[src/rtl/seq_shifter.sv]
// Multicycle shifter: one bit position per clock, one-cycle done pulse at completion.
// Rotates (ROR/ROL) are built only when SEQ_SHIFTER_ROTATE_EN is defined; otherwise they decode as NOP.
module seq_shifter #(
  parameter int unsigned WIDTH   = 32,
  parameter int unsigned SHAMT_W = 5
) (
  input  logic               clk,
  input  logic               reset,
  input  logic               start,
  input  logic [2:0]         shift_op,
  input  logic [WIDTH-1:0]   data_in,
  input  logic [SHAMT_W-1:0] shamt,
  output logic [WIDTH-1:0]   result,
  output logic               busy,
  output logic               done
);

  localparam logic [1:0] ST_IDLE  = 2'd0;
  localparam logic [1:0] ST_SHIFT = 2'd1;
  localparam logic [1:0] ST_DONE  = 2'd2;

  localparam logic [2:0] OP_NOP  = 3'b000;
  localparam logic [2:0] OP_LOAD = 3'b001;
  localparam logic [2:0] OP_SLL  = 3'b010;
  localparam logic [2:0] OP_SRL  = 3'b011;
  localparam logic [2:0] OP_SRA  = 3'b100;
  localparam logic [2:0] OP_ROR  = 3'b101;
  localparam logic [2:0] OP_ROL  = 3'b110;

  logic [1:0]         state_q,  state_d;
  logic [2:0]         op_q,     op_d;
  logic [SHAMT_W-1:0] cnt_q,    cnt_d;
  logic [WIDTH-1:0]   result_q, result_d;
  logic               busy_q,   busy_d;
  logic               done_q,   done_d;
  logic               is_shift_op;

  // Single 1-bit step of the latched operation.
  function automatic logic [WIDTH-1:0] step1(input logic [2:0] op, input logic [WIDTH-1:0] v);
    logic [WIDTH-1:0] r;
    r = v;
    case (op)
      OP_SLL: r = {v[WIDTH-2:0], 1'b0};
      OP_SRL: r = {1'b0, v[WIDTH-1:1]};
      OP_SRA: r = {v[WIDTH-1], v[WIDTH-1:1]};
`ifdef SEQ_SHIFTER_ROTATE_EN
      OP_ROR: r = {v[0], v[WIDTH-1:1]};
      OP_ROL: r = {v[WIDTH-2:0], v[WIDTH-1]};
`endif
      default: r = v;
    endcase
    return r;
  endfunction

  always_comb begin
    is_shift_op = 1'b0;
    case (shift_op)
      OP_SLL, OP_SRL, OP_SRA: is_shift_op = 1'b1;
`ifdef SEQ_SHIFTER_ROTATE_EN
      OP_ROR, OP_ROL:         is_shift_op = 1'b1;
`endif
      default:                is_shift_op = 1'b0;
    endcase
  end

  // Next-state, counter and working-register update.
  always_comb begin
    state_d  = state_q;
    op_d     = op_q;
    cnt_d    = cnt_q;
    result_d = result_q;
    case (state_q)
      ST_SHIFT: begin
        result_d = step1(op_q, result_q);
        cnt_d    = cnt_q - SHAMT_W'(1);
        if (cnt_q == SHAMT_W'(1)) state_d = ST_DONE;
      end
      default: begin
        if (state_q == ST_DONE) state_d = ST_IDLE;
        if (start) begin
          op_d    = shift_op;
          state_d = ST_DONE;
          if (shift_op == OP_LOAD) begin
            result_d = data_in;
          end else if (is_shift_op) begin
            result_d = data_in;
            cnt_d    = shamt;
            if (shamt != '0) state_d = ST_SHIFT;
          end
        end
      end
    endcase
    busy_d = (state_d == ST_SHIFT);
    done_d = (state_d == ST_DONE);
  end

  always_ff @(posedge clk) begin
    if (reset) begin
      state_q  <= ST_IDLE;
      op_q     <= OP_NOP;
      cnt_q    <= '0;
      result_q <= '0;
      busy_q   <= 1'b0;
      done_q   <= 1'b0;
    end else begin
      state_q  <= state_d;
      op_q     <= op_d;
      cnt_q    <= cnt_d;
      result_q <= result_d;
      busy_q   <= busy_d;
      done_q   <= done_d;
    end
  end

  assign result = result_q;
  assign busy   = busy_q;
  assign done   = done_q;

endmodule

[config.mk]
export PLATFORM = sky130hd
export DESIGN_NAME = seq_shifter
export DESIGN_NICKNAME = d
export VERILOG_FILES = /design/src/rtl/seq_shifter.sv
export SDC_FILE = /design/constraint.sdc
export NUM_CORES = 1
export LEC_CHECK = 0
export CORE_UTILIZATION = 50
export CTS_BUF_LIST = sky130_fd_sc_hd__clkbuf_16
export DETAILED_ROUTE_END_ITERATION = 6
export HOLD_SLACK_MARGIN = 0.06
export PLACE_DENSITY_LB_ADDON = 0.08
export SYNTH_ARGS = -nofsm -noshare
export SYNTH_HDL_FRONTEND = slang
export SYNTH_SLANG_ARGS = --single-unit
[constraint.sdc]
create_clock -name clk -period 3.61 [get_ports clk]
set_clock_uncertainty 0.05 [all_clocks]
set_input_delay 0.361 -clock clk [delete_from_list [all_inputs] [get_ports clk]]
set_output_delay 0.361 -clock clk [all_outputs]
set_load 0.05 [all_outputs]
== Word level (Yosys, flattened, before mapping) ==
Cells that the tools add are included.

* Add/subtract/negate cells: 1
* Equal/unequal tests: 16
* Multiplexer cells: 17
* Bitwise gates (word level): 1
* Reduce and logical (&&, ||, !) cells: 9

{| class="wikitable"
|+ Operator list
! cell !! number
|-
| 2-to-1 mux 32 bit || 4
|-
| case mux 32 bit (3 select lines) || 1
|-
| 2-to-1 mux 5 bit || 4
|-
| 2-to-1 mux 2 bit || 7
|-
| == test 3 x 2 -> 1 bit, second input constant || 4
|-
| == test 3 bit, second input constant || 2
|-
| AND reduction 3 bit || 2
|-
| == test 5 x 1 -> 1 bit, second input constant || 1
|-
| nonzero test 5 bit || 1
|-
| subtractor 5 x 1 -> 5 bit, second input constant || 1
|-
| == test 2 x 1 -> 1 bit, second input constant || 2
|-
| == test 2 bit, second input constant || 2
|-
| inequality test 4 x 1 -> 1 bit, second input constant || 1
|-
| AND reduction 4 bit || 1
|-
| nonzero test 2 bit || 2
|-
| == test 3 x 1 -> 1 bit, second input constant || 1
|-
| inequality test 3 x 1 -> 1 bit, second input constant || 1
|-
| nonzero test 3 bit || 1
|-
| OR reduction 3 bit || 1
|-
| inequality test 2 x 1 -> 1 bit, second input constant || 1
|-
| inequality test 2 bit, second input constant || 1
|-
| AND reduction 2 bit || 1
|-
| 2-to-1 mux 1 bit || 1
|-
| inverter 1 bit || 1
|}

* Bits in registers: 44
* Input bits: 43
* Output and inout port bits: 34
* Word-level logic and storage cells: 51

== Longest topological paths before layout ==
Gate-level depths: netlist (run 1).

* Depth in word-level cells: 8
* Mapped depth: 7
* Mapped depth without buffers: 6

== Worst setup path before layout (run 1) ==
Ideal clock, no wire load.

* Path type: input -> register
* Start: input port shift_op[0]
* End: register result_q[12], in the netlist result[12]
* Library setup time: 0.117 ns
* Arrival: 1.582 ns
* Data required time: 3.443 ns
* Path slack: 1.861 ns
* Stages: 6
* Buffers on the path: 2
* Cell sequence: or3_1 > a31o_1 > and3b_1 > buf_2 > buf_6 > a32o_1

* Word-level cells in the longest chain between the ends: 5
* Elaborated cells between the ends (all ways): 11
* Those cells by class: eq/ne: 4; mux: 4; reduce/logical: 3

{| class="wikitable"
|+ RTL lines
! item !! line !! text
|-
| from (decl) || 10 || <nowiki>input logic [2:0] shift_op,</nowiki>
|-
| == test 3 x 2 -> 1 bit / == test 3 bit (equally long branches) || 57 || <nowiki>case (shift_op)</nowiki>
|-
| OR reduction 3 bit || 57 ||
|-
| 2-to-1 mux 1 bit || 57 ||
|-
| nonzero test 3 bit (no source line) || - ||
|-
| AND reduction 3 bit (no source line) || - ||
|-
| to (signal assigned) || 109 || <nowiki>result_q <= result_d;</nowiki>
|-
| to (decl) || 33 || <nowiki>logic [WIDTH-1:0] result_q, result_d;</nowiki>
|}

Parallel ways exist; a longest one is shown, timed or not. The select of a mux whose other input is x is not followed.
A chain may end at the register's enable or synchronous reset.

== Worst setup path after layout (run 1) ==
* Start: input port start
* End: register result_q[22], in the netlist result[22]

* Word-level cells in the longest chain between the ends: 2

{| class="wikitable"
|+ RTL lines
! item !! line !! text
|-
| from (decl) || 9 || <nowiki>input logic start,</nowiki>
|-
| nonzero test 2 bit (no source line) || - ||
|-
| AND reduction 3 bit (no source line) || - ||
|}

Every way passes these cells.

==> impl_metrics.xml, run 1 <==
<?xml version="1.0" encoding="UTF-8"?>
<metrics>
  <group name="global_route">
    <metric name="gr-usage-all-layers" unit="">0.219</metric>
    <metric name="met3_usage" unit="">0.0399</metric>
    <metric name="grt_pass1_wl" unit="um">8900</metric>
    <metric name="global_route.usage.met1" unit="">0.279</metric>
    <metric name="gr_peak_layer" unit="">met2</metric>
    <metric name="grt_pass1_vias" unit="">2001</metric>
    <metric name="largest_net_degree_at_the_start_of_global_routing" unit="">83</metric>
    <metric name="grt_use_met2" unit="">0.382</metric>
    <metric name="overflow" unit="">0</metric>
    <metric name="antenna_found_initial" unit="">0</metric>
  </group>
  <group name="floorplanning">
    <metric name="ios" unit="">77</metric>
    <metric name="die_area" unit="um^2">5020</metric>
    <metric name="initial_utilization" unit="">0.534</metric>
    <metric name="die-height" unit="um">70.9</metric>
    <metric name="floorplan.rows" unit="">24</metric>
    <metric name="core" unit="um^2">4440</metric>
    <metric name="die_width" unit="um">70.9</metric>
  </group>
  <group name="timing">
    <metric name="fin_crit_sh" unit="">0.653</metric>
    <metric name="max_slew_margin" unit="">0.243</metric>
    <metric name="timing.final.crit_period" unit="ps">2360</metric>
    <metric name="report.final.setup_viol" unit="">0</metric>
    <metric name="grt_setup_unrepaired" unit="">no</metric>
    <metric name="timing_hold_violations_final" unit="">0</metric>
    <metric name="totalNegativeSetupSlack" unit="ps">0</metric>
    <metric name="worst_slew_pin_slew" unit="ps">1140</metric>
    <metric name="slew_violations" unit="">0</metric>
    <metric name="maxClockFrequency" unit="MHz">424</metric>
  </group>
  <group name="route">
    <metric name="drtAntennaViolNets" unit="">0</metric>
    <metric name="vias_per_cell" unit="">5.65</metric>
    <metric name="wl_per_cell" unit="um">14.4</metric>
    <metric name="finalWirelength" unit="um">5530</metric>
    <metric name="drt_first_iter_violations" unit="">188</metric>
    <metric name="via_count" unit="">2174</metric>
    <metric name="drcViolationCount" unit="">0</metric>
    <metric name="detailedRoute.firstPassIterationCount" unit="">6</metric>
  </group>
  <group name="synthesis">
    <metric name="synth_top_family_by_area" unit="">compound AO/OA/AOI/OAI gates</metric>
    <metric name="yosys.area.top_type_share" unit="">0.371</metric>
    <metric name="synth.area.top_cells" unit="">dfxtp_1, a32o_1, mux2i_1</metric>
    <metric name="yosys_most_used_dff" unit="">dfxtp_1</metric>
    <metric name="synth_area" unit="um^2">2370</metric>
    <metric name="synth_adder_area_share" unit="">0.0105</metric>
    <metric name="yosys.area_share.simple" unit="">0.216</metric>
    <metric name="synth_compound_area_frac" unit="">0.220</metric>
    <metric name="mappedNetlistNets" unit="">311</metric>
    <metric name="muxShareOfSynthArea" unit="">0.127</metric>
    <metric name="yosysSeqAreaShare" unit="">0.371</metric>
    <metric name="postSynth.asyncResetShare" unit="">0</metric>
    <metric name="synth-warning-count" unit="">0</metric>
    <metric name="count_of_state_elements_after_synthesis" unit="">44</metric>
    <metric name="yosys-top-cells-count" unit="">dfxtp_1, nand2b_1, nor2_1</metric>
    <metric name="synth.lib_cells_used.distinct" unit="">34</metric>
    <metric name="post_synth.cell_area_avg" unit="um^2">8.92</metric>
    <metric name="netlist.top_cell.by_area" unit="">dfxtp_1</metric>
    <metric name="synthesis.instances" unit="">266</metric>
    <metric name="synth_xor_area_frac" unit="">0</metric>
    <metric name="synth.most_common_cell" unit="">dfxtp_1</metric>
    <metric name="synth_edf_count" unit="">0</metric>
  </group>
  <group name="cts">
    <metric name="tritoncts" unit="">done</metric>
    <metric name="cts_buffers" unit="">5</metric>
    <metric name="post_cts_resized" unit="">0</metric>
    <metric name="cts_h_tree_depth" unit="">2</metric>
    <metric name="clock_path_buffers" unit="">2</metric>
    <metric name="clock-sinks" unit="">44</metric>
    <metric name="cts_root_buf" unit="">clkbuf_16</metric>
    <metric name="clk_pin_slew" unit="ps">60</metric>
    <metric name="clkLatencyLatePin" unit="ps">280</metric>
    <metric name="number_of_buffers_inserted_to_repair_setup_after_cts" unit="">0</metric>
    <metric name="cts.hold.buffers_added" unit="">0</metric>
  </group>
  <group name="pwr">
    <metric name="combinationalPowerShare" unit="">0.434</metric>
    <metric name="static-leakage-power" unit="uW">0.00143</metric>
    <metric name="design_power_total" unit="uW">1870</metric>
    <metric name="clock_power_share" unit="">0.224</metric>
    <metric name="p_switching" unit="uW">732</metric>
    <metric name="seq_power_share" unit="">0.342</metric>
    <metric name="power.switching_fraction" unit="">0.392</metric>
    <metric name="worst_ir_drop_vdd" unit="V">0.000312</metric>
    <metric name="power_report.internal_total" unit="uW">1140</metric>
    <metric name="p_per_area" unit="nW/um^2">569</metric>
  </group>
  <group name="placed_design">
    <metric name="placed_area" unit="um^2">3150</metric>
    <metric name="io_buffers" unit="">76</metric>
    <metric name="routabilityCongestion" unit="">0.812</metric>
    <metric name="detailed_place_hpwl" unit="um">3840</metric>
  </group>
  <group name="critical_path">
    <metric name="worst-r2r-setup-slack" unit="ps">1290</metric>
    <metric name="critical_path.reg2reg.endpoint" unit="">result[22]</metric>
    <metric name="worstSetupPathType" unit="">in2reg</metric>
    <metric name="cp_max_fo" unit="">31</metric>
    <metric name="r2r.worst_path.cells" unit="">4</metric>
    <metric name="crit-reg2reg-launch" unit="">op_q[0]</metric>
    <metric name="worstSetupStartpoint" unit="">start</metric>
    <metric name="capturing_element_type_of_the_critical_path" unit="">register</metric>
    <metric name="critPathArrivalTime" unit="ps">2520</metric>
    <metric name="worst_ep_required_time" unit="ps">3780</metric>
    <metric name="critical_path_startpoint_category" unit="">input port</metric>
    <metric name="worstSetupEndpoint" unit="">result[22]</metric>
  </group>
  <group name="min_path">
    <metric name="min-delay-path-class" unit="">reg2reg</metric>
    <metric name="hold_start" unit="">op_q[2]</metric>
  </group>
  <group name="cells_and_area">
    <metric name="final_instance_area" unit="um^2">3280</metric>
    <metric name="insertedDiodeCount" unit="">0</metric>
    <metric name="design.final.nets" unit="">377</metric>
    <metric name="final_layout_size_suffix_gt1_frac" unit="">0.0390</metric>
    <metric name="area_growth_syn_to_layout" unit="%">38.4</metric>
  </group>
  <group name="flow_run">
    <metric name="cap_viol_max_count" unit="">0</metric>
  </group>
  <group name="run_status">
    <metric name="status" unit="">finished, final reports clean</metric>
  </group>
</metrics>
-- layout by cell type, fill, tap and decap left out, types with 3 or more instances in the layout --
cell,n
a211oi_1,5
a21oi_1,10
a32o_1,30
buf_4,4
clkbuf_16,5
clkdlybuf4s50_1,76
dfxtp_1,44
inv_1,5
mux2i_1,30
nand2_1,9
nand2b_1,33
nand3_1,6
nor2_1,34
nor2b_1,4
nor3_1,4
nor3b_1,3
o21ai_0,6
or3_1,3
-- how the worst min path moves through the flow --
stage | end | cells past startpoint
floorplan | busy | 1
global placement | op_q[1] | 2
detailed placement | op_q[2] | 2
CTS | op_q[2] | 2
global route | op_q[2] | 2
finish | op_q[2] | 2
-- sequential cells by signal, indices dropped and copies added (netlist names) --
| signal | count |
|---|---|
| op_q | 3 |
| cnt_q | 5 |
| done | 1 |
| result | 32 |
| busy | 1 |
| state_q | 2 |
-- critical path, cell delays in order --
cell             delay, ps
clkdlybuf4s50_1        630
a31o_1                 280
and3b_1                950
a32o_1                 300
-- metrics by stage --
step	std cells	utilization	worst slack, ps	hold slack (ps)
after floorplan	266	-	1860	383
after global placement	377	0.708	975	406
after detailed placement	377	0.708	959	413
after CTS	385	0.739	1260	421
after global routing	385	0.739	1120	441
final	385	0.739	1250	419
-- logic make-up (layout without fill, tap and decap cells) --
family,after synthesis,count (layout)
adder cells (fa/ha/maj),2,2
buffers and inverters,25,92
flip-flops,44,44
multiplexers,30,30
AO/OA/AOI/OAI,65,65
AND/OR/NAND/NOR,100,100
-- per-layer routing --
layer | part of all wire | routed length, um | vias to the layer above
met1 | 0.47 | 2620 | 1003
met2 | 0.48 | 2630 | 53
met4 | 0.0069 | 38 | 0
met5 | 0 | 0 | -
li1 | - | - | 1113
met3 | 0.043 | 237 | 5
-- power by group through the flow --
| stage | Clock (uW) | Combinational (uW) | Sequential, uW |
|---|---|---|---|
| finish | 419 | 811 | 638 |
| global route | 445 | 866 | 650 |
| CTS | 425 | 813 | 638 |
| detailed placement | 0 | 811 | 647 |
| global placement | 0 | 802 | 643 |
| floorplan | 0 | 346 | 864 |
-- final cells by class --
class                           instances  area (um^2)
Clock buffer                            5          125
Inverter                                3         11.3
Sequential cell                        44          881
Multi-Input combinational cell        197         1380
Fill cell                             352         1160
Clock inverter                          3         11.3
Timing Repair Buffer                   81          811
Tap cell                               52         65.1
No activity file was read; power rests on OpenSTA's default activity.
==> inputs of run 2 (changes only) <==
--- a/config.mk
+++ b/config.mk
@@ -5,7 +5,7 @@
 export SDC_FILE = /design/constraint.sdc
 export NUM_CORES = 1
 export LEC_CHECK = 0
-export CORE_UTILIZATION = 50
+export CORE_UTILIZATION = 46
 export CTS_BUF_LIST = sky130_fd_sc_hd__clkbuf_16
 export DETAILED_ROUTE_END_ITERATION = 6
 export HOLD_SLACK_MARGIN = 0.06
==> constraint.sdc (replaced) <==
create_clock -name clk -period 2.3 [get_ports clk]
set_clock_uncertainty 0.05 [all_clocks]
set_input_delay 0.23 -clock clk [delete_from_list [all_inputs] [get_ports clk]]
set_output_delay 0.23 -clock clk [all_outputs]
set_load 0.05 [all_outputs]
==> run 2 against run 1 <==
- core utilization shrank 4.7 points
- sequential power grew 57%
- power grew 65%
- final cell count grew 4.4%
- design area grew 2.2%
- die area grew 8.5%
- global-route usage is essentially flat
- critical endpoint is now result[3]
==> impl_metrics.xml, run 2 (synthesis gave the netlist of run 1 again) <==
<?xml version="1.0" encoding="UTF-8"?>
<metrics>
  <group name="run_status">
    <metric name="status" unit="">finished, final reports clean</metric>
  </group>
  <group name="timing">
    <metric name="maxClockFrequency" unit="MHz">468</metric>
    <metric name="report.final.setup_viol" unit="">0</metric>
    <metric name="worst_path_setup_slack_after_routing" unit="ps">163</metric>
    <metric name="totalNegativeSetupSlack" unit="ps">0</metric>
    <metric name="slew_violations" unit="">0</metric>
    <metric name="fin_crit_sh" unit="">0.929</metric>
    <metric name="grt_setup_unrepaired" unit="">no</metric>
    <metric name="timing_hold_violations_final" unit="">0</metric>
    <metric name="max_slew_margin" unit="">0.294</metric>
    <metric name="worst_slew_pin_slew" unit="ps">1060</metric>
    <metric name="timing.final.crit_period" unit="ps">2140</metric>
  </group>
  <group name="cells_and_area">
    <metric name="area_growth_syn_to_layout" unit="%">41.5</metric>
    <metric name="fillerInstances" unit="">414</metric>
    <metric name="insertedDiodeCount" unit="">0</metric>
    <metric name="area_used_by_multi_input_combinational_logic" unit="um^2">1380</metric>
    <metric name="sequential_cell_area" unit="um^2">881</metric>
    <metric name="final_common_cell" unit="">clkdlybuf4s50_1</metric>
    <metric name="max_ffs_per_register" unit="">32</metric>
    <metric name="most-common-layout-cells" unit="">clkdlybuf4s50_1, dfxtp_1, nor2_1</metric>
    <metric name="final_layout_size_suffix_gt1_frac" unit="">0.0478</metric>
    <metric name="design.final.nets" unit="">379</metric>
  </group>
  <group name="placed_design">
    <metric name="routabilityCongestion" unit="">0.786</metric>
    <metric name="io_buffers" unit="">76</metric>
    <metric name="detailed_place_hpwl" unit="um">3910</metric>
    <metric name="post_place_setup_slack" unit="ps">168</metric>
  </group>
  <group name="flow_run">
    <metric name="cap_viol_max_count" unit="">0</metric>
  </group>
  <group name="critical_path">
    <metric name="cp_max_fo" unit="">27</metric>
    <metric name="capturing_element_type_of_the_critical_path" unit="">register</metric>
    <metric name="worstSetupPathType" unit="">reg2reg</metric>
    <metric name="worst_ep_required_time" unit="ps">2420</metric>
    <metric name="critPathArrivalTime" unit="ps">2260</metric>
    <metric name="critical_path_startpoint_category" unit="">register</metric>
  </group>
  <group name="route">
    <metric name="drcViolationCount" unit="">0</metric>
    <metric name="drt_first_iter_violations" unit="">219</metric>
    <metric name="detailedRoute.firstPassIterationCount" unit="">4</metric>
    <metric name="finalWirelength" unit="um">5720</metric>
    <metric name="wl_per_cell" unit="um">14.2</metric>
    <metric name="vias_per_cell" unit="">5.58</metric>
    <metric name="drtAntennaViolNets" unit="">0</metric>
    <metric name="via_count" unit="">2242</metric>
  </group>
  <group name="global_route">
    <metric name="largest_net_degree_at_the_start_of_global_routing" unit="">83</metric>
    <metric name="grt_pass1_wl" unit="um">9250</metric>
    <metric name="gr-usage-all-layers" unit="">0.219</metric>
    <metric name="grt_pass1_vias" unit="">2014</metric>
    <metric name="overflow" unit="">0</metric>
    <metric name="antenna_found_initial" unit="">0</metric>
  </group>
  <group name="pwr">
    <metric name="worst_ir_drop_vdd" unit="V">0.000515</metric>
    <metric name="static-leakage-power" unit="uW">0.00145</metric>
    <metric name="p_per_area" unit="nW/um^2">918</metric>
  </group>
  <group name="cts">
    <metric name="clk_pin_slew" unit="ps">60</metric>
    <metric name="cts_root_buf" unit="">clkbuf_16</metric>
    <metric name="number_of_buffers_inserted_to_repair_setup_after_cts" unit="">0</metric>
    <metric name="clock_path_buffers" unit="">2</metric>
    <metric name="clock-sinks" unit="">44</metric>
    <metric name="post_cts_resized" unit="">0</metric>
    <metric name="cts_h_tree_depth" unit="">2</metric>
    <metric name="cts.hold.buffers_added" unit="">0</metric>
    <metric name="clkLatencyLatePin" unit="ps">280</metric>
    <metric name="cts_buffers" unit="">5</metric>
    <metric name="tritoncts" unit="">done</metric>
  </group>
  <group name="floorplanning">
    <metric name="die_width" unit="um">73.8</metric>
    <metric name="initial_utilization" unit="">0.489</metric>
    <metric name="core" unit="um^2">4850</metric>
    <metric name="die_area" unit="um^2">5450</metric>
    <metric name="ios" unit="">77</metric>
    <metric name="floorplan.rows" unit="">25</metric>
    <metric name="die-height" unit="um">73.8</metric>
  </group>
  <group name="min_path">
    <metric name="min-delay-path-class" unit="">reg2reg</metric>
  </group>
</metrics>
-- run 2: changes by cell type in the layout (fill, tap and decap cells not counted), sizes merged --
cell,previous run,this run
bufinv,0,1
clkinv,1,2
buf,5,7
inv,5,3
-- run 2: routing by layer --
layer,global-route usage,vias to the layer above,wire (um)
li1,-,1115,-
met4,0.0726,0,32
met5,0,-,0
met3,0.0494,2,398
met2,0.335,91,2620
met1,0.304,1034,2660
-- run 2: area by class of cell --
cell class	count	share of cell area
multi-input cells	197	0.411
clock inverters	3	0.0112
clock buffers	5	0.0373
flip-flops and latches	44	0.262
inverters	3	0.00336
well taps	67	0.0250
repair buffers	83	0.250
-- run 2: power breakdown --
group          internal (uW)  switching (uW)
Combinational            509             780
Sequential               895             108
Clock                    505             283
Total                   1910            1170
-- run 2: per-stage QoR --
step / instance area [um^2] / power, uW / utilization / cells / hold slack (ps)
3_3_place_gp: 3190 / 2290 / 0.659 / 394 / 407
3_5_place_dp: 3190 / 2300 / 0.659 / 394 / 425
5_1_grt: 3360 / 3240 / 0.692 / 402 / 459
4_1_cts: 3360 / 3100 / 0.692 / 402 / 433
2_1_floorplan: 2370 / 1900 / - / 266 / 252
6_report: 3360 / 3080 / 0.692 / 402 / 434
-- run 2: worst max-delay path: stages (launching register included) --
cell	delay, ps
dfxtp_1	320
nor2b_1	180
a21oi_4	830
buf_4	300
mux2i_1	80
a32o_1	250
-- run 2: path summary, 6_finish.rpt --
check	startpoint	end	slack, ps	cells past startpoint
setup / recovery	op_q[1]	result[3]	160	5
hold / removal	op_q[2]	op_q[2]	430	2
setup reg to reg	op_q[1]	result[3]	160	5
hold reg to reg	op_q[2]	op_q[2]	430	2
==> inputs of run 3 (changes only) <==
--- a/config.mk
+++ b/config.mk
@@ -7,6 +7,7 @@
 export LEC_CHECK = 0
 export CORE_UTILIZATION = 46
 export CTS_BUF_LIST = sky130_fd_sc_hd__clkbuf_16
+export CTS_CLUSTER_DIAMETER = 200
 export DETAILED_ROUTE_END_ITERATION = 6
 export HOLD_SLACK_MARGIN = 0.06
 export PLACE_DENSITY_LB_ADDON = 0.08
==> results of run 3 <==
No change in the layout: final DEF, timing and power equal those of run 2.
==> RTL change 1, RTL diff (config.mk and constraints of run 3) <==
Add an input register stage for `start`, `shift_op`, `data_in` and `shamt`, cleared by the reset; this delays them by one clock.
--- a/src/rtl/seq_shifter.sv
+++ b/src/rtl/seq_shifter.sv
@@ -27,6 +27,25 @@
   localparam logic [2:0] OP_ROR  = 3'b101;
   localparam logic [2:0] OP_ROL  = 3'b110;
 
+  logic start_q;
+  logic [2:0] shift_op_q;
+  logic [WIDTH-1:0] data_q;
+  logic [SHAMT_W-1:0] shamt_q;
+
+  always_ff @(posedge clk) begin
+    if (reset) begin
+      start_q    <= '0;
+      shift_op_q <= '0;
+      data_q     <= '0;
+      shamt_q    <= '0;
+    end else begin
+      start_q    <= start;
+      shift_op_q <= shift_op;
+      data_q     <= data_in;
+      shamt_q    <= shamt;
+    end
+  end
+
   logic [1:0]         state_q,  state_d;
   logic [2:0]         op_q,     op_d;
   logic [SHAMT_W-1:0] cnt_q,    cnt_d;
@@ -54,7 +73,7 @@
 
   always_comb begin
     is_shift_op = 1'b0;
-    case (shift_op)
+    case (shift_op_q)
       OP_SLL, OP_SRL, OP_SRA: is_shift_op = 1'b1;
 `ifdef SEQ_SHIFTER_ROTATE_EN
       OP_ROR, OP_ROL:         is_shift_op = 1'b1;
@@ -77,15 +96,15 @@
       end
       default: begin
         if (state_q == ST_DONE) state_d = ST_IDLE;
-        if (start) begin
-          op_d    = shift_op;
+        if (start_q) begin
+          op_d    = shift_op_q;
           state_d = ST_DONE;
-          if (shift_op == OP_LOAD) begin
-            result_d = data_in;
+          if (shift_op_q == OP_LOAD) begin
+            result_d = data_q;
           end else if (is_shift_op) begin
-            result_d = data_in;
-            cnt_d    = shamt;
-            if (shamt != '0) state_d = ST_SHIFT;
+            result_d = data_q;
+            cnt_d    = shamt_q;
+            if (shamt_q != '0) state_d = ST_SHIFT;
           end
         end
       end
Formal check against the unedited RTL: not equivalent (Yosys sat finds a counterexample within 4 cycles, from zero or initial values and one cycle with reset high).
==> RTL change 1 against run 3 <==
Power grew 42%; area after synthesis grew 46%; wire length grew 24%; final area grew 36%; utilization shrank 6.6 points; sequential cell count grew 41; setup slack gained 0.30 ns; via count grew 24%; synthesized cell count grew 33%; clock power grew 71%.
==> RTL change 1: results <==
status:
  outcome: "complete, no violations"
drt:
  drt_wl_total_um: 7101
  drtIter0Drc: 138
  met3_length_um: 397
  avgViaCountPerCell: 5.307
  dr.pass1.iters: 6
  highest_layer: "met4"
  dr_wl_met2_um: 3233
  wl_per_cell_um: 13.60
  wl_met1_um: 3319
power:
  peakVddDrop_uv: 477.8
  power_leakage_nw: 1.976
global_route:
  antenna_found_initial: 0
  grt_pass1_vias: 2602
  grt_start_max_net_pins: 83
  grt_pass1_wl_um: 11700
  grtUsageTotal_pct: 19.44
clock_network:
  cts_buffers: 9
  clkTransAtPathRegs_ns: 0.06
  cts_buffer_depth: 2
  postCtsResizedCells: 0
  post_cts_buffers: 0
  clk_latency_ns: 0.33
  htreeDepth: 3
synth:
  synth.area.top_cells: "dfxtp_1, a32o_1, mux2i_1"
  seq_area_frac_synth_pct: 48.99
  syn_nets: 398
  synthTopCellsByCount: "dfxtp_1, nor2b_1, nand2b_1, nor2_1"
  synth_warnings: 0
  netlist_instances: 353
  synth-async-reset-ratio_pct: 0
  synth_cell_type_count: 34
worst_hold_path:
  min_path_type: "in2reg"
setup_path:
  crit_fanout: 31
  slowest_stage: "or3_1"
  cp_top_family: "simple AND/OR/NAND/NOR gates"
  arrival_ns: 2.01
  cpPeakStageDelay_ns: 0.43
place:
  hpwl_um: 4654
  dpl_worst_slack_ns: 0.4822
  dp.cells: 507
  placed_cell_area_um2: 4284
  port-buffer-count: 76
  place.gp.congestion: 0.7618
final_layout:
  layout-drive-gt1-share_pct: 6.147
  final_nets: 464
sta:
  worstMarginPinSlew_ns: 0.5734
==> RTL change 1: report_power, final <==
| part | total [mW] | internal (mW) | switching (mW) |
|---|---|---|---|
| Sequential | 1.73 | 1.63 | 0.104 |
| Combinational | 1.28 | 0.501 | 0.778 |
| Clock | 1.35 | 0.824 | 0.528 |
| Total | 4.36 | 2.95 | 1.41 |
==> RTL change 1: through the flow <==
| step | power, mW | hold WS [ns] |
|---|---|---|
| finish | 4.363 | 0.3997 |
| global route | 4.598 | 0.3986 |
| CTS | 4.402 | 0.3931 |
| detailed placement | 3.045 | 0.4143 |
| global placement | 3.019 | 0.4099 |
| floorplan | 2.663 | 0.3082 |
==> RTL change 1: kinds of logic (layout without fill, tap and decap cells) <==
| group | Yosys count | after routing | synth area share (%) |
|---|---|---|---|
| adders and majority gates | 2 | 2 | 0.7203 |
| and+or+nand+nor | 139 | 139 | 21.76 |
| muxes | 30 | 30 | 8.646 |
| AOI/OAI and AO/OA | 66 | 66 | 15.31 |
| DFF | 85 | 85 | 48.99 |
| buffers and inverters | 31 | 101 | 4.575 |
==> RTL change 1: final timing paths <==
path,to,start,cells past startpoint,slack [ns]
worst min-delay path,data_q[28],data_in[28],2,0.40
worst max-delay path,result[11],op_q[0],5,0.46
worst max register to register,result[11],op_q[0],5,0.46
worst min register to register,cnt_q[3],shamt_q[3],2,0.42
==> RTL change 1: layout make-up <==
type                       count  area, um2
clock buffer                   9      225.2
sequential                    85       1702
clock inverter                 6      56.30
timing repair buffer          82      813.3
inverter                       4      15.01
tap                           99      123.9
fill                         642       2726
multi-input combinational    237       1630
==> RTL change 1: routing by layer <==
layer  vias up  global-route usage (%)
li1       1376                       -
met1      1291                   24.94
met2        89                   31.47
met3        14                   3.509
met4         0                   9.971
met5         -                       0
==> RTL change 2, RTL diff (settings of run 3) <==
Without the edit above. Build with the macro `SEQ_SHIFTER_ROTATE_EN` defined.
--- a/src/rtl/seq_shifter.sv
+++ b/src/rtl/seq_shifter.sv
@@ -1,5 +1,7 @@
 // Multicycle shifter: one bit position per clock, one-cycle done pulse at completion.
 // Rotates (ROR/ROL) are built only when SEQ_SHIFTER_ROTATE_EN is defined; otherwise they decode as NOP.
+`define SEQ_SHIFTER_ROTATE_EN
+
 module seq_shifter #(
   parameter int unsigned WIDTH   = 32,
   parameter int unsigned SHAMT_W = 5
Check against the original RTL: not equivalent (Yosys sat finds a counterexample within 4 cycles, from zero or initial values and one cycle with reset high).
==> RTL change 2 against run 3 <==
Cell count increased by 10%; power decreased by 21%; first-iteration DRC count decreased by 29%; setup slack better by 0.34 ns; wire length rose by 14%; largest cell class unchanged; final area up 2.7%; area after synthesis grew 6.4%; sequential cell count unchanged.
==> RTL change 2: results <==
drt:
  wl_per_cell_um: 14.72
  drtIter0Drc: 155
  dr.pass1.iters: 4
  antenna_left: 0
  avgViaCountPerCell: 5.774
synth:
  synthTopCellsByCount: "dfxtp_1, a21oi_1, nor2_1, inv_1, a311oi_1"
  synth.mux.area_fraction_pct: 0
  syn_nets: 358
  synth.area.top_cells: "dfxtp_1, a311oi_1, o32ai_1"
  synthAdderAreaFrac_pct: 0.9911
  syn_avg_cell_area_um2: 8.067
  synth_compound_area_share_pct: 37.61
  synth_cell_type_count: 47
  seq_area_frac_synth_pct: 34.89
final_layout:
  final_cells: 442
  post-route-util_pct: 66.20
  layout-drive-gt1-share_pct: 6.720
  fill_cells: 454
  final_nets: 416
power:
  peakVddDrop_uv: 428.1
  power_leakage_nw: 1.153
setup_path:
  crit_start: "result[0]"
  cp_top_family: "buffers and inverters"
  arrival_ns: 1.51
  r2r-start: "op_q[2]"
  crit_fanout: 4
  slowest_stage: "clkdlybuf4s50_1"
place:
  dpl_worst_slack_ns: 0.2840
  hpwl_um: 4378
  placed_cell_area_um2: 3307
  dp.cells: 434
  place.gp.congestion: 0.7759
global_route:
  grt_pass1_vias: 2250
  grt_pass1_wl_um: 10830
  grt_start_max_net_pins: 61
  grtUsageTotal_pct: 22.70
status:
  outcome: "complete, no violations"
clock_network:
  postCtsResizedCells: 0
  cts_buffers: 5
worst_hold_path:
  min_from: "state_q[1]"
sta:
  worstMarginPinSlew_ns: 0.5476
RTL change 2: final timing paths:
kind	end	slack, ns	cells after the start
worst max-delay path	result[0]	0.51	1
worst min-delay path	state_q[0]	0.45	2
worst min register to register	state_q[0]	0.45	2
worst max register to register	result[12]	0.56	4
RTL change 2: logic make-up (layout without fill, tap and decap cells):
group / count (synthesis) / after routing
AND/OR/NAND/NOR: 73 / 73
AO/OA/AOI/OAI: 126 / 126
adder cells (fa/ha/maj): 2 / 2
flip-flops: 44 / 44
buffers and inverters: 68 / 127
RTL change 2: final cells by class:
class                   instances  area share [%]
clock buffers                   5           3.631
clock inverters                 3          0.3994
inverters                      34           3.704
multi-input cells             201           39.03
flip-flops and latches         44           25.56
well taps                      70           2.542
repair buffers                 85           25.13
RTL change 2: metrics by stage:
step	total power [mW]	hold WS, ns
2_1_floorplan	1.479	0.2593
3_3_place_gp	1.750	0.4275
3_5_place_dp	1.759	0.4364
4_1_cts	2.443	0.4445
5_1_grt	2.550	0.4703
6_report	2.431	0.4470
RTL change 2: per-layer routing:
| metal | GRT usage [%] | part of all wire, % | up-vias |
|---|---|---|---|
| li1 | - | - | 1294 |
| met1 | 31.46 | 49 | 1186 |
| met2 | 35.45 | 46 | 68 |
| met3 | 5.269 | 4.7 | 4 |
| met4 | 5.769 | 0.54 | 0 |
| met5 | 0 | 0 | - |
RTL change 2: report_power, final:
part	internal (mW)	switching [mW]	total, mW	leakage (nW)
clock	0.395	0.291	0.686	0.0710
combinational	0.324	0.501	0.825	0.720
sequential	0.846	0.0744	0.921	0.362
total	1.56	0.867	2.43	1.15
RTL change 2: tightest hold or removal path, delay by kind of cell, from the launching register on:
kind               cells  cell delay (ns)
AOI/OAI and AO/OA      1             0.06
DFF                    1             0.31
and+or+nand+nor        1             0.08
